$ cat src/rtl/word_packer.sv
// word_packer: packs RATIO consecutive DATA_WIDTH input samples into one
// DATA_WIDTH*RATIO output word (lane 0 = first received), with a
// valid/ready handshake on both sides and a frame counter that raises
// out_last on every cfg_frame-th output word (cfg_frame = 0 disables it).
// Optional feature: define WORD_PACKER_FLUSH_EN to add a 'flush' input that
// emits a partially packed word (unfilled lanes zero) tagged out_last.
module word_packer #(
    parameter int DATA_WIDTH = 16,
    parameter int RATIO      = 2,
    parameter int CNTR_WIDTH = 16
) (
    input  logic                             aclk,
    input  logic                             aresetn,
    input  logic [CNTR_WIDTH-1:0]            cfg_frame,
`ifdef WORD_PACKER_FLUSH_EN
    input  logic                             flush,
`endif
    input  logic [DATA_WIDTH-1:0]            in_data,
    input  logic                             in_valid,
    output logic                             in_ready,
    output logic [DATA_WIDTH*RATIO-1:0]      out_data,
    output logic                             out_valid,
    input  logic                             out_ready,
    output logic                             out_last
);

    localparam int              IDX_W = $clog2(RATIO);
    localparam logic [IDX_W-1:0] LAST = IDX_W'(RATIO - 1);

    // Lanes below the top one are staged here; the top lane comes straight
    // from in_data on the completing transfer.
    logic [RATIO-2:0][DATA_WIDTH-1:0] r_pack;
    logic [RATIO-1:0][DATA_WIDTH-1:0] r_out_data;
    logic [IDX_W-1:0]                 r_idx;
    logic [CNTR_WIDTH-1:0]            r_frame_cnt;
    logic                             r_out_valid;
    logic                             r_out_last;

    logic                             w_in_xfer;
    logic                             w_done;
    logic                             w_flush;
    logic                             w_load;
    logic                             w_frame_end;
    logic [RATIO-1:0][DATA_WIDTH-1:0] w_word;

    // The top lane can only be written if the output register is free or
    // draining this cycle; other lanes never stall.
    assign in_ready  = (r_idx != LAST) || !r_out_valid || out_ready;
    assign w_in_xfer = in_valid && in_ready;
    assign w_done    = w_in_xfer && (r_idx == LAST);

`ifdef WORD_PACKER_FLUSH_EN
    // Flush only when something is staged, no word completes anyway, and
    // the output register can take a new word this edge.
    assign w_flush = flush && (r_idx != '0) && !w_done && (!r_out_valid || out_ready);
`else
    assign w_flush = 1'b0;
`endif

    assign w_load      = w_done || w_flush;
    assign w_frame_end = (cfg_frame != '0) &&
                         (r_frame_cnt >= (cfg_frame - CNTR_WIDTH'(1)));

    // Assemble the word to load: full word on completion, or staged lanes
    // with zero fill on flush. An input accepted in the flush cycle is kept
    // as the next lane of the flushed word rather than dropped.
    always_comb begin
        w_word = '0;
        for (int k = 0; k < RATIO - 1; k++) begin
            w_word[k] = r_pack[k];
        end
        w_word[RATIO-1] = in_data;
`ifdef WORD_PACKER_FLUSH_EN
        if (w_flush) begin
            for (int k = 0; k < RATIO - 1; k++) begin
                if (IDX_W'(k) < r_idx)
                    w_word[k] = r_pack[k];
                else if ((IDX_W'(k) == r_idx) && w_in_xfer)
                    w_word[k] = in_data;
                else
                    w_word[k] = '0;
            end
            w_word[RATIO-1] = '0;
        end
`endif
    end

    // Stage non-final lanes; contents are don't-care across reset.
    always_ff @(posedge aclk) begin
        if (w_in_xfer && !w_done) begin
            for (int k = 0; k < RATIO - 1; k++) begin
                if (r_idx == IDX_W'(k))
                    r_pack[k] <= in_data;
            end
        end
    end

    // Lane index: advance per accepted sample, restart on load or reset.
    always_ff @(posedge aclk) begin
        if (!aresetn)
            r_idx <= '0;
        else if (w_load)
            r_idx <= '0;
        else if (w_in_xfer)
            r_idx <= r_idx + IDX_W'(1);
    end

    // Output data register; only written on a load so it holds while stalled.
    always_ff @(posedge aclk) begin
        if (w_load)
            r_out_data <= w_word;
    end

    // Output valid, last tag and frame counter.
    always_ff @(posedge aclk) begin
        if (!aresetn) begin
            r_out_valid <= 1'b0;
            r_out_last  <= 1'b0;
            r_frame_cnt <= '0;
        end else if (w_load) begin
            r_out_valid <= 1'b1;
            if (w_flush) begin
                r_out_last  <= 1'b1;
                r_frame_cnt <= '0;
            end else if (cfg_frame == '0) begin
                r_out_last  <= 1'b0;
                r_frame_cnt <= '0;
            end else if (w_frame_end) begin
                r_out_last  <= 1'b1;
                r_frame_cnt <= '0;
            end else begin
                r_out_last  <= 1'b0;
                r_frame_cnt <= r_frame_cnt + CNTR_WIDTH'(1);
            end
        end else if (out_ready) begin
            r_out_valid <= 1'b0;
        end
    end

    assign out_data  = r_out_data;
    assign out_valid = r_out_valid;
    assign out_last  = r_out_last;

endmodule

$ cat config.mk
export PLATFORM = sky130hd
export DESIGN_NAME = word_packer
export DESIGN_NICKNAME = d
export VERILOG_FILES = /design/src/rtl/word_packer.sv
export SDC_FILE = /design/constraint.sdc
export NUM_CORES = 1
export LEC_CHECK = 0
export BUFFER_PORTS_ARGS = -buffer_cell sky130_fd_sc_hd__buf_2
export CORE_MARGIN = 2
export CORE_UTILIZATION = 30
export DETAILED_ROUTE_END_ITERATION = 16
export HOLD_SLACK_MARGIN = 0.03
export PLACE_DENSITY = 0.54
export SYNTH_ARGS = -nofsm -noshare
export SYNTH_HDL_FRONTEND = slang
export SYNTH_SLANG_ARGS = --single-unit
$ cat constraint.sdc
create_clock -name aclk -period 3.9 [get_ports aclk]
set_clock_uncertainty 0.2 [all_clocks]
set_input_delay 0.78 -clock aclk [delete_from_list [all_inputs] [get_ports aclk]]
set_output_delay 0.78 -clock aclk [all_outputs]
set_load 0.01 [all_outputs]
# Word level (Yosys, flattened, before mapping)
# Index checks and enable logic that the tools add are counted.
# W data, S select, Z words.
[word_totals]
register_bits = 67
inputBits = 36
output_inout_bits = 35
word_cells = 32
[op_classes]
addsub = 3
n_lt_le_gt_ge = 1
muxes = 6
bitwise_logic = 2
n_reduce_logical = 13
[ops]
columns = ["op", "n"]
rows = [
  ["$mux W16", 2],
  ["$add A16 B1 Y16 const B", 1],
  ["$ge A16 B16 Y1", 1],
  ["$logic_not A16 Y1", 1],
  ["$reduce_bool A16 Y1", 1],
  ["$sub A16 B1 Y16 const B", 1],
  ["$logic_and A1 B1 Y1", 4],
  ["$mux W1", 4],
  ["$logic_not A1 Y1", 2],
  ["$logic_or A1 B1 Y1", 2],
  ["$not A1 Y1", 2],
  ["$reduce_and A2 Y1", 1],
  ["$reduce_bool A2 Y1", 1],
  ["$reduce_or A2 Y1", 1],
  ["$add A1 B1 Y1 const B", 1],
]

# Logic depth before layout (Yosys ltp)
[logic_depth]
ltp_word = 8
ltp_mapped = 14
ltp_nobuf = 13

# Worst setup path before layout
# Ideal clock, no wire load.
[synth_path]
path_kind = "in2reg"
start = "in cfg_frame[8]"
end = "reg r_frame_cnt[10]"
setup_time_ps = 132
arrival_ps = 3155
t_required_ps = 3568
setup_slack_ps = 413
cell_stages = 13
path_buffers = 1
cell_sequence = "or3_1 nor3_1 nand3_1 nor4_1 xnor2_1 ha_1 nand4_1 nor3_1 o311ai_1 and4_1 buf_2 a21oi_4 nor3_1"
[synth_via]
elab_chain_cells = 5
word_cells_on_any_way = 7
cone_classes = "add/sub: 1; order compare: 1; mux: 2; reduce/logical: 3"
[synth_lines]
columns = ["item", "line", "rtl"]
rows = [
  ["start, declared", "14", "input logic [CNTR_WIDTH-1:0] cfg_frame,"],
  ["$sub A16 B1 Y16", "62", "(r_frame_cnt >= (cfg_frame - CNTR_WIDTH'(1)));"],
  ["$ge A16 B16 Y1", "62", ""],
  ["$logic_and A1 B1 Y1", "61", "assign w_frame_end = (cfg_frame != '0) &&"],
  ["$mux W16", "128", "end else if (w_frame_end) begin"],
  ["$mux W16 (*)", "125", "end else if (cfg_frame == '0) begin"],
  ["end signal, assigned", "133", "r_frame_cnt <= r_frame_cnt + CNTR_WIDTH'(1);"],
  ["end, declared", "35", "logic [CNTR_WIDTH-1:0] r_frame_cnt;"],
]
# Every way passes the cells marked *; elsewhere a longest branch is shown, timed or not.
# A chain may end at the register's enable or synchronous reset.

# Worst setup path after layout
[layout_path]
start = "in cfg_frame[8]"
end = "reg r_frame_cnt[5]"
# The elaborated chain is that of the path after synthesis.

==> summary.md <==
| Metric | Value |
|---|---|
| Setup TNS | `0 ns` |
| Achievable Freq | `just under 300 MHz` |
| Worst Hold Class | `flop to flop` |
| Min cycle time layout | `~3.5 ns` |
| Seq cells post-synth | `67` |
| Largest fanout on the critical path | `9` |
| Cells taking the most area after synthesis | `edfxtp_1, dfxtp_1, ha_1` |
| Post-CTS setup buffer count | `0` |
| Placed Cells | `around 450` |
| Avg Cell Area, Syn | `between 10 and 15 sq um` |
| Fraction of layout cells with a size suffix above 1 | `29.64%` |
| Final setup fails | `0` |
| Syn nets | `300` |
| WHS Path Cells | `0` |
| Skew-Pair Late Insertion Delay | `between 0.3 and 0.4 ns` |
| Status | `completed` |
| Initial DRT Pass Iterations | `7` |
| Net Switching | `about 330 uW` |
| GP Congestion | `about 0.75` |
| H-Tree Depth | `3` |
| Max-slew violations | `0` |
| Worst Path Required | `3.91 ns` |
| Gate power share | `roughly 7.1%` |
| Worst setup SP type | `input port` |
| # hold bufs at CTS | `0` |
| Worst-path clk slew | `about 0.07 ns` |
| Avg WL per Cell | `~12 microns` |
| Synth top area share | `approximately 48%` |
| Synthesis-to-finish area growth | `25.67%` |
| Vias | `2,137` |
| Total of max-cap violations | `0` |
| Sequential share of power | `approximately 53%` |
| Yosys Warn Count | `0` |
| Pwr per Cell Area | `slightly above 400 mW/mm^2` |
| CTS tree | `built` |
| Placement Rows | `36` |
| Critical-path top delay cell | `or3_1` |
| Worst VDD drop | `around 0.19 mV` |
| Number of global-route vias before repair | `2,003` |
| Period utilisation layout | `between 80% and 90%` |
| Worst rel slew slack | `a little over 60%` |
| Met3 Usage GRT | `2.569%` |
| FF-to-FF path depth | `8` |
| Synth cell types | `41` |
| Die width | `around 100 microns` |
| Final net count | `around 380` |
| GRT met1 Usage | `approximately 16%` |
| Final cell count without fillers | `467` |
| Layer with the highest usage | `met2` |
| Cell accounting for the most synthesized area | `edfxtp_1` |
| RSZ-0062 raised after global routing | `no` |
| Synthesized cell area | `0.003003 sq mm` |
| Final HPWL DP | `around 4300 microns` |
| Maximum clock path buffer count | `2` |
| Core Footprint | `between 0.009 and 0.01 sq mm` |
| Fill count | `roughly 970` |
| Crit Path Class | `input port to flop` |
| Largest net degree at the start of global routing | `between 40 and 50` |
| Number of remaining DRC errors | `0` |
| Met2 Usage GRT | `16.12%` |
| DP Worst Slack | `about 0.073 ns` |
| Worst path cell trace | `buf_2 -> or3_1 -> nor3_1 -> nand3_1 -> nor4_1 -> xnor2_1 -> ha_1 -> nand4_1 -> nor3_1 -> o311ai_1 -> and4_1 -> a21oi_4 -> nor3_1` |
| Critical Path AT | `~3.5 ns` |
| Num CTS Buffers | `9` |
| Port Buf Inserts | `70` |
| Cell mode on critical path | `nor3_1` |
| Post-CTS resize count | `0` |
| Sw Share | `between 20% and 30%` |
| Nature of the critical path endpoint | `flop` |
| DRT antenna net count | `0` |
| Seq/Total Area, Yosys | `between 60% and 70%` |
| First-pass GRT wire length | `slightly below 10,000 microns` |
| Clk pwr share | `about two fifths` |
| Cells after Synth | `approximately 250` |
| Vias per inst | `about 4.6` |
| CTS sink cnt | `between 60 and 70` |
| Ant. Diodes | `0` |
| Ports | `just over 70` |
| Grt ovf | `0` |
| Actual slew at the worst max-slew pin | `around 0.58 ns` |
| Setup ws final | `0.4451 ns` |
| Die area | `approximately 0.011 sq mm` |
| Final Hold Fails | `0` |
| Static leakage | `approximately 0.0014 uW` |
| Die height | `approximately 100 microns` |
| Internal Pwr Total | `~1200 uW` |
| 1st-iter DRT viols | `between 100 and 150` |
| Max stage delay on crit path | `~0.38 ns` |
| Initial antenna violation count | `0` |
| Initial Util | `approximately 31%` |
| WL final | `5806 microns` |
| Total track usage | `~11%` |
| Root Buffer | `clkbuf_8` |
==> layer usage <==
metal  routed length (microns)  vias to the layer above
li1                          -                     1090
met1                      2968                      969
met2                      2408                       70
met3                       330                        8
met4                        99                        0
met5                         0                        -
==> per-stage QoR <==
step           utilization [%]  hold slack, ns  power [uW]  instance area [sq um]
2_1_floorplan                -          0.2003       873.5                   3003
3_3_place_gp             36.57          0.2006       927.9                   3558
3_5_place_dp             36.57          0.2045       930.0                   3558
4_1_cts                  38.79          0.2218        1551                   3774
5_1_grt                  38.79          0.2349        1596                   3774
6_report                 38.79          0.2201        1526                   3774
==> synthesized netlist by cell type (all sizes together) <==
library cell  count
dfxtp            19
xnor2            12
a31o              3
o21ai             7
clkinv            1
and3              1
clkbuf            2
o311ai            1
and4              1
a211oi            1
nand2b            3
edfxtp           48
nor4b             1
nand3             7
or3               4
xor2             10
a21oi             8
nor3             22
a31oi             1
nand3b            1
ha               19
or4               2
inv               7
nor2b             4
nor2             12
nand4            10
a21o              1
o41ai             3
a2111oi           1
nor4bb            1
buf               3
o21a              1
a22oi             1
o211a             1
nor4              3
a41oi             1
nand2            22
==> power by group through the flow <==
stage | clock [uW] | sequential (uW) | combinational [uW]
detailed placement | 0 | 819 | 111
finish | 615 | 803 | 109
global route | 667 | 805 | 123
floorplan | 0 | 825 | 48.3
CTS | 637 | 803 | 111
global placement | 0 | 818 | 110
==> worst paths after layout <==
check / end / start / slack, ns
setup reg to reg: r_frame_cnt[14] / r_frame_cnt[1] / 1.52
hold / removal: out_data[7] / r_pack[7] / 0.22
setup / recovery: r_frame_cnt[5] / cfg_frame[8] / 0.45
hold reg to reg: out_data[7] / r_pack[7] / 0.22
==> final cells by class <==
type                    count  area [sq um]  share of cell area (%)
repair buffers             78         410.4                   10.88
flip-flops and latches     67          1822                   48.28
multi-input cells         165          1130                   29.94
clock inverters             7         91.34                   2.420
inverters                   8         30.03                  0.7958
well taps                 133         166.4                   4.410
clock buffers               9         123.9                   3.282
==> cell families after synthesis <==
logic type,count (synthesis),synth area share (%)
AOI/OAI and AO/OA,30,7.043
xor gates and xnor gates,22,6.417
adders and majority gates,19,7.917
buffers and inverters,13,1.708
DFF,67,60.67
and+or+nand+nor,94,16.25
==> registers in the layout, indices dropped and copies added, names as in the netlist <==
register and flops:
out_data 32, r_frame_cnt 16, r_pack 16, out_last 1, out_valid 1, r_idx 1
==> cells in the final DEF (no fill, tap or decap), types with 3 or more instances in the layout <==
cell type / instances
buf_2: 70
edfxtp_1: 48
nand2_1: 22
nor3_1: 21
ha_1: 19
dfxtp_1: 19
nor2_1: 12
xnor2_1: 12
xor2_1: 10
nand4_1: 10
clkbuf_8: 9
buf_4: 8
nand3_1: 7
inv_1: 7
o21ai_0: 7
a21oi_1: 7
or3_1: 4
nor2b_1: 4
nand2b_1: 3
nor4_1: 3
o41ai_1: 3
a31o_2: 3
==> worst max-delay path, delay by kind of cell <==
| kind | cells | cell delay [ns] |
|---|---|---|
| adder cells (fa/ha/maj) | 1 | 0.29 |
| buffers and inverters | 1 | 0.11 |
| XOR/XNOR | 1 | 0.11 |
| AO/OA/AOI/OAI | 2 | 0.48 |
| AND/OR/NAND/NOR | 8 | 1.69 |
Note: power is estimated with default switching activity, not from simulation.
